===== src/rtl/pipeline_hazard_ctrl.sv =====
// Stall/flush sequencer for the 5-stage pipeline: load-use, branch squash, memory wait states, timeout.
// Optional performance counters are enabled by defining PIPE_PERF_CNT_EN.
module pipeline_hazard_ctrl #(
    parameter int  MAX_WAIT = 255,
    localparam int CNT_W    = $clog2(MAX_WAIT + 1)
) (
    input  logic        clk,
    input  logic        rst,
    input  logic [4:0]  id_rs,
    input  logic [4:0]  id_rt,
    input  logic        id_uses_rs,
    input  logic        id_uses_rt,
    input  logic        ex_WREG,
    input  logic        ex_M2REG,
    input  logic [4:0]  ex_nd,
    input  logic        branch_taken,
    input  logic        imem_ready,
    input  logic        mem_req,
    input  logic        mem_ready,
    output logic        pc_ce,
    output logic        ifid_ce,
    output logic        idex_ce,
    output logic        exmem_ce,
    output logic        memwb_ce,
    output logic        ifid_flush,
    output logic        idex_flush,
    output logic        exmem_flush,
    output logic        memwb_flush,
    output logic        mem_err,
    output logic [1:0]  state,
    output logic [31:0] stall_cnt,
    output logic [31:0] flush_cnt
);

    typedef enum logic [1:0] {
        RUN   = 2'd0,
        DWAIT = 2'd1,
        ERR   = 2'd2
    } state_t;

    state_t           state_q, state_d;
    logic [CNT_W-1:0] wait_cnt_q, wait_cnt_d;
    logic             mem_err_q, mem_err_d;
    logic             dstall;
    logic             lu;

    assign dstall = mem_req & ~mem_ready;
    assign lu     = ex_M2REG & ex_WREG & (ex_nd != 5'd0) &
                    ((id_uses_rs & (id_rs == ex_nd)) | (id_uses_rt & (id_rt == ex_nd)));

    // Priority: error > data stall > load-use > branch redirect > fetch stall > normal.
    always_comb begin
        pc_ce       = 1'b1;
        ifid_ce     = 1'b1;
        idex_ce     = 1'b1;
        exmem_ce    = 1'b1;
        memwb_ce    = 1'b1;
        ifid_flush  = 1'b0;
        idex_flush  = 1'b0;
        exmem_flush = 1'b0;
        memwb_flush = 1'b0;
        if (state_q == ERR) begin
            pc_ce       = 1'b0;
            ifid_ce     = 1'b0;
            idex_ce     = 1'b0;
            exmem_ce    = 1'b0;
            memwb_ce    = 1'b0;
            ifid_flush  = 1'b1;
            idex_flush  = 1'b1;
            exmem_flush = 1'b1;
            memwb_flush = 1'b1;
        end else if (dstall) begin
            pc_ce       = 1'b0;
            ifid_ce     = 1'b0;
            idex_ce     = 1'b0;
            exmem_ce    = 1'b0;
            memwb_flush = 1'b1;
        end else if (lu) begin
            pc_ce      = 1'b0;
            ifid_ce    = 1'b0;
            idex_flush = 1'b1;
        end else if (branch_taken) begin
            ifid_flush = 1'b1;
        end else if (!imem_ready) begin
            pc_ce      = 1'b0;
            ifid_flush = 1'b1;
        end
    end

    always_comb begin
        state_d    = state_q;
        wait_cnt_d = wait_cnt_q;
        mem_err_d  = mem_err_q;
        case (state_q)
            RUN: begin
                if (dstall) begin
                    state_d    = DWAIT;
                    wait_cnt_d = CNT_W'(1);
                end
            end
            DWAIT: begin
                if (!dstall) begin
                    state_d    = RUN;
                    wait_cnt_d = '0;
                end else if (wait_cnt_q == CNT_W'(MAX_WAIT)) begin
                    state_d   = ERR;
                    mem_err_d = 1'b1;
                end else begin
                    wait_cnt_d = wait_cnt_q + CNT_W'(1);
                end
            end
            ERR: begin
                state_d = ERR;
            end
            default: begin
                state_d    = RUN;
                wait_cnt_d = '0;
            end
        endcase
    end

    always_ff @(posedge clk or negedge rst) begin
        if (!rst) begin
            state_q    <= RUN;
            wait_cnt_q <= '0;
            mem_err_q  <= 1'b0;
        end else begin
            state_q    <= state_d;
            wait_cnt_q <= wait_cnt_d;
            mem_err_q  <= mem_err_d;
        end
    end

    assign state   = state_q;
    assign mem_err = mem_err_q;

`ifdef PIPE_PERF_CNT_EN
    logic [31:0] stall_cnt_q, stall_cnt_d;
    logic [31:0] flush_cnt_q, flush_cnt_d;

    // Counters freeze once the controller has locked up in ERR.
    always_comb begin
        stall_cnt_d = stall_cnt_q;
        flush_cnt_d = flush_cnt_q;
        if (state_q != ERR) begin
            if (!pc_ce) begin
                stall_cnt_d = stall_cnt_q + 32'd1;
            end
            if (ifid_flush || idex_flush) begin
                flush_cnt_d = flush_cnt_q + 32'd1;
            end
        end
    end

    always_ff @(posedge clk or negedge rst) begin
        if (!rst) begin
            stall_cnt_q <= '0;
            flush_cnt_q <= '0;
        end else begin
            stall_cnt_q <= stall_cnt_d;
            flush_cnt_q <= flush_cnt_d;
        end
    end

    assign stall_cnt = stall_cnt_q;
    assign flush_cnt = flush_cnt_q;
`else
    assign stall_cnt = 32'd0;
    assign flush_cnt = 32'd0;
`endif

endmodule


===== config.mk =====
export PLATFORM = sky130hd
export DESIGN_NAME = pipeline_hazard_ctrl
export DESIGN_NICKNAME = d
export VERILOG_FILES = /design/src/rtl/pipeline_hazard_ctrl.sv
export SDC_FILE = /design/constraint.sdc
export NUM_CORES = 1
export LEC_CHECK = 0
export ABC_CLOCK_PERIOD_IN_PS = 2200
export CAP_MARGIN = 40
export CORE_MARGIN = 4
export CORE_UTILIZATION = 34
export CTS_BUF_LIST = sky130_fd_sc_hd__clkbuf_2
export DETAILED_ROUTE_END_ITERATION = 10
export PLACE_DENSITY = 0.82
export REMOVE_ABC_BUFFERS = 1
export SETUP_SLACK_MARGIN = 0.2
export SLEW_MARGIN = 25
export SYNTH_ARGS = -nofsm -noshare
export SYNTH_HDL_FRONTEND = slang
export SYNTH_SLANG_ARGS = --single-unit

===== constraint.sdc =====
create_clock -name clk -period 2.2 [get_ports clk]
set_clock_uncertainty 0.05 [all_clocks]
set_input_delay 0.44 -clock clk [delete_from_list [all_inputs] [get_ports clk]]
set_output_delay 0.44 -clock clk [all_outputs]
set_load 0.005 [all_outputs]

# ---- Word level (Yosys, flattened, before mapping)
# Cells that the tools add are included.
dict set report classes {
  add_sub_neg 1
  n_eq_ne 8
  mux 30
  bitwise 9
  reduce_logical 5
}
# cell n
set op_table {}
lappend op_table {{$mux W8} 3}
lappend op_table {{$pmux W8 S3} 1}
lappend op_table {{$mux W1} 22}
lappend op_table {{$eq A5 B5 Y1} 2}
lappend op_table {{$add A8 B1 Y8 const B} 1}
lappend op_table {{$eq A8 B8 Y1 const B} 1}
lappend op_table {{$and A1 B1 Y1} 6}
lappend op_table {{$mux W2} 3}
lappend op_table {{$ne A3 B3 Y1 const B} 2}
lappend op_table {{$pmux W2 S3} 1}
lappend op_table {{$reduce_and A3 Y1} 2}
lappend op_table {{$reduce_bool A5 Y1} 1}
lappend op_table {{$eq A2 B1 Y1 const B} 1}
lappend op_table {{$eq A2 B2 Y1 const B} 1}
lappend op_table {{$logic_not A2 Y1} 1}
lappend op_table {{$ne A2 B2 Y1 const B} 1}
lappend op_table {{$not A1 Y1} 2}
lappend op_table {{$reduce_and A2 Y1} 1}
lappend op_table {{$or A1 B1 Y1} 1}
dict set report totals {
  regBits 11
  inputBits 25
  output_inout_bits 76
  wordCells 56
}

# ---- Depth between registers and ports, before layout
dict set report depth {
  depth_word 7
  ltp_mapped 5
  ltp_nobuf 5
}

# ---- Worst setup path after synthesis
# OpenSTA, ideal clock, no wires.
dict set report synth_timing {
  path_kind {input port to output port}
  startpoint {input ex_nd[1]}
  endpoint {output idex_flush}
  t_arrival_ns 1.356
  required_ns 1.710
  slack_ns 0.354
  cell_stages 4
  cell_sequence {or4_1 -> nor2_2 -> nor2_1 -> a31o_1}
}
dict set report synth_via {
  elab_chain_cells 7
  word_cells_on_any_way 11
  classes_between {eq/ne: 2; mux: 3; bitwise: 5; reduce/logical: 1}
}
# item line
set synth_rtl {}
lappend synth_rtl {{start: declaration} 15} ;# input logic [4:0] ex_nd,
lappend synth_rtl {{$eq A5 B5 Y1} 49} ;# ((id_uses_rs & (id_rs == ex_nd)) | (id_uses_rt & (id_rt == ex_nd)));
lappend synth_rtl {{$and A1 B1 Y1} 49}
lappend synth_rtl {{$or A1 B1 Y1} 49}
lappend synth_rtl {{$and A1 B1 Y1 *} 48} ;# assign lu = ex_M2REG & ex_WREG & (ex_nd != 5'd0) &
lappend synth_rtl {{$mux W1 *} 78} ;# end else if (lu) begin
lappend synth_rtl {{$mux W1 *} 72} ;# end else if (dstall) begin
lappend synth_rtl {{$mux W1 *} 62} ;# if (state_q == ERR) begin
lappend synth_rtl {{end: declaration} 26} ;# output logic idex_flush,
# Mark *: on every way between the ends. The rest lies on a longest branch, timed or not.

# ---- Worst setup path after layout
dict set report layout_timing {
  startpoint {input id_rs[1]}
  endpoint {output idex_flush}
}
dict set report layout_via {
  elab_chain_cells 7
}
# item line
set layout_rtl {}
lappend layout_rtl {{start: declaration} 9} ;# input logic [4:0] id_rs,
lappend layout_rtl {{$eq A5 B5 Y1} 49}
lappend layout_rtl {{$and A1 B1 Y1} 49}
lappend layout_rtl {{$or A1 B1 Y1} 49}
lappend layout_rtl {{$and A1 B1 Y1} 48}
lappend layout_rtl {{$mux W1} 78}
lappend layout_rtl {{$mux W1} 72}
lappend layout_rtl {{$mux W1} 62}
# No other way between the ends.

==> qor.csv <==
stage;metric;value;unit
status;status;finished, final reports clean;
cts;htreeDepth;1;
critical_path;crit_start;id_rs[1];
final_layout;drive_gt1_share;21.00;%
power;p_switching;163.4;uW
yosys;ys_seq_area_share;21.36;%
die;rows;22;
power;p_leak;0.0008303;uW
final_layout;regArea;275.3;um2
cts;root_buffer;clkbuf_2;
route;route.detailed.drc;0;
final_layout;fin_nets;246;
critical_path;cpMaxStageDelayCell;dlygate4sd2_1;
yosys;synth.avg_cell_area;7.906;um2
grt;grt_util_all_layers;10.41;%
sta;fin_crit;2.073;ns
critical_path;worstPathRequired;1.71;ns
route;vias;1076;
yosys;ys_ff_latch;11;
critical_path;path_max_fanout;2;
route;vias_per_cell;4.030;
cts;cts_tree;yes;
worst_hold_path;hp-start;mem_err$_DFFE_PN0P_;
critical_path;critical_path_class;input port to output port;
sta;max_freq;482.5;MHz
power;pwr-share-comb;34.3;%
critical_path;critPathArrivalTime;1.58;ns
die;io_pins;101;
final_layout;layout_commonest_cell;conb_1;
yosys;syn_area;1289;um2
die;coreArea;3661;um2
sta;maxSlewViolCount;0;
placement;dp_hpwl;2.303;mm
power;pwr-share-clk;23.9;%
sta;setup-violations-final;0;
route;detail-route-antenna-nets;0;
die;dieArea;4839;um2
final_layout;multi_input_area;798.3;um2
final_layout;utilization;44.70;%
job;max_cap_violations;0;
route;dr.pass1.iters;3;
critical_path;reg2reg_from;wait_cnt_q[0]$_DFFE_PN0P_;
grt;grt_overflow;0;
yosys;synth_cells;163;
grt;grt_antenna_before_repair;0;
power;cellPowerDensity;308.9;nW/um2
placement;dp_slack;-0.6455;ns
yosys;synth_cell_types;35;
critical_path;endpoint_kind;output port;
final_layout;area_growth;26.99;%
power;swShare;32.32;%
grt;first_global_vias;912;
power;sequentialPowerShare;41.9;%
grt;grt_pass1_wl;4.091;mm
die;die_width;69.57;um
route;routed_wirelength;2.996;mm
final_layout;num-fill-cells;383;
critical_path;start_kind;input port;
power;ir_drop;0.0002566;V
sta;post-route-period-util;94.22;%
power;finalPower;505.5;uW
cts;numCtsBuffers;3;
power;internal_power;342.1;uW
yosys;yosysWarnings;0;
placement;port_buffers;36;
critical_path;max_stage_delay;0.24;ns
grt;grt_start_max_net_pins;12;
critical_path;path_cells;dlygate4sd2_1 > xnor2_1 > nand4_1 > o22ai_2 > buf_4 > a31o_1 > buf_2;
final_layout;final_cell_mix;64 x conb_1, 18 x buf_4, 14 x nand2_1;
sta;final-hold-violation-count;0;
cts;max-clock-path-buffers;2;
cts;clock-sinks;11;
sta;rsz0062_at_grt;true;
final_layout;num_antenna_cells;0;
placement;gp_congestion;0.8327;
route;drtIter0Drc;15;
worst_hold_path;hp-class;flop to flop;
route;wl_per_cell;11.22;um
sta;setup_ws;0.1273;ns
die;initial_core_util;35.20;%
die;die_h;69.57;um
sta;tns;0;ns
cts;cts.clk_slew.worst_paths;0.10;ns
cts;insertion_delay;0.27;ns
registers in the layout, indices dropped and copies added (netlist names):
signal      flops
mem_err         1
state           2
wait_cnt_q      8
cells in the mapped netlist:
| cell | number | area [um2] |
|---|---|---|
| nor3_4 | 1 | 16.27 |
| dfrtp_1 | 11 | 275.3 |
| nand3_1 | 5 | 25.02 |
| clkbuf_2 | 1 | 5.000 |
| o21ai_0 | 5 | 25.02 |
| nor2_2 | 1 | 6.260 |
| or2_2 | 1 | 6.260 |
| a21oi_1 | 6 | 30.03 |
| nand4_1 | 2 | 12.51 |
| xnor2_1 | 10 | 87.58 |
| or4_1 | 2 | 15.01 |
| buf_4 | 65 | 488.0 |
| a2bb2oi_1 | 1 | 8.760 |
| o31ai_1 | 1 | 7.510 |
| o22ai_1 | 2 | 12.51 |
| nor4_1 | 1 | 6.260 |
| mux2i_1 | 1 | 10.01 |
| and2_1 | 1 | 6.260 |
| nand3_2 | 1 | 10.01 |
| a31oi_1 | 1 | 6.260 |
| inv_1 | 5 | 18.77 |
| or4b_1 | 1 | 10.01 |
| nor3b_1 | 1 | 7.510 |
| a31o_1 | 1 | 8.760 |
| ha_1 | 1 | 12.51 |
| nor2b_1 | 1 | 6.260 |
| nand2_1 | 14 | 52.55 |
| nor3_1 | 4 | 20.02 |
| nor2_1 | 6 | 22.52 |
| nand4bb_1 | 1 | 11.26 |
| o211ai_1 | 2 | 15.01 |
| nand2b_1 | 4 | 25.02 |
| or3_1 | 1 | 6.260 |
| o32ai_1 | 1 | 8.760 |
| conb_1 | 1 | 3.750 |
metrics by stage:
step	cell area (um2)	hold WS (ns)	instances
global placement	1543	0.4047	256
floorplan	1032	0.09441	160
CTS	1609	0.4293	265
finish	1637	0.4240	267
detailed placement	1543	0.4026	256
global route	1637	0.4448	267
timing repair:
action | in CTS | in global routing
hold buffers | 0 | 0
endpoints found under the hold margin | 0 | 0
resized for setup | 64 | 7
endpoints found under the setup margin | 8 | 4
buffers inserted | 5 | 2
pin swaps | 20 | 7
kinds of logic (layout without fill, tap and decap cells):
kind of cell / Yosys count / count (layout) / share of synthesized area, %
buffers and inverters: 71 / 64 / 39.71
other: 1 / 64 / 0.2910
XOR/XNOR: 10 / 10 / 6.796
multiplexers: 1 / 1 / 0.7767
AND/OR/NAND/NOR: 48 / 48 / 20.58
AO/OA/AOI/OAI: 20 / 20 / 9.515
adder cells (fa/ha/maj): 1 / 1 / 0.9707
flip-flops: 11 / 11 / 21.36
final cells by class:
| cell class | instances | area share (%) |
|---|---|---|
| clock buffer | 4 | 1.223 |
| inverter | 5 | 1.147 |
| multi-input combinational | 144 | 48.78 |
| sequential | 11 | 16.82 |
| tap | 48 | 3.670 |
| timing repair buffer | 55 | 28.36 |
per-layer routing:
metal / vias to the layer above / global-route usage (%) / wire length, um
li1: 527 / - / -
met3: 7 / 1.739 / 236
met1: 491 / 12.13 / 1131
met2: 51 / 18.11 / 1561
met4: 0 / 5.423 / 67
met5: - / 0 / 0
power groups by stage:
stage	combinational (uW)	sequential (uW)	clock, uW
4_1_cts	162	212	124
2_1_floorplan	68.2	216	0
3_5_place_dp	164	216	0
6_report	173	212	121
3_3_place_gp	160	215	0
5_1_grt	191	213	133
final timing paths:
| check | to | slack, ns | cells after the start |
|---|---|---|---|
| max | idex_flush | 0.13 | 7 |
| min | mem_err$_DFFE_PN0P_ | 0.42 | 1 |
| max reg2reg | wait_cnt_q[3]$_DFFE_PN0P_ | 0.52 | 5 |
| min reg2reg | mem_err$_DFFE_PN0P_ | 0.42 | 1 |
| max in group asynchronous | wait_cnt_q[1]$_DFFE_PN0P_ | 1.33 | 1 |
| min in group asynchronous | wait_cnt_q[5]$_DFFE_PN0P_ | 0.43 | 1 |
worst max-delay path, delay by kind of cell:
family,cells,cell delay [ns]
simple gates,1,0.14
buf+inv,3,0.48
compound gates,2,0.30
xor+xnor,1,0.21
Note: power is estimated with default switching activity, not from simulation.
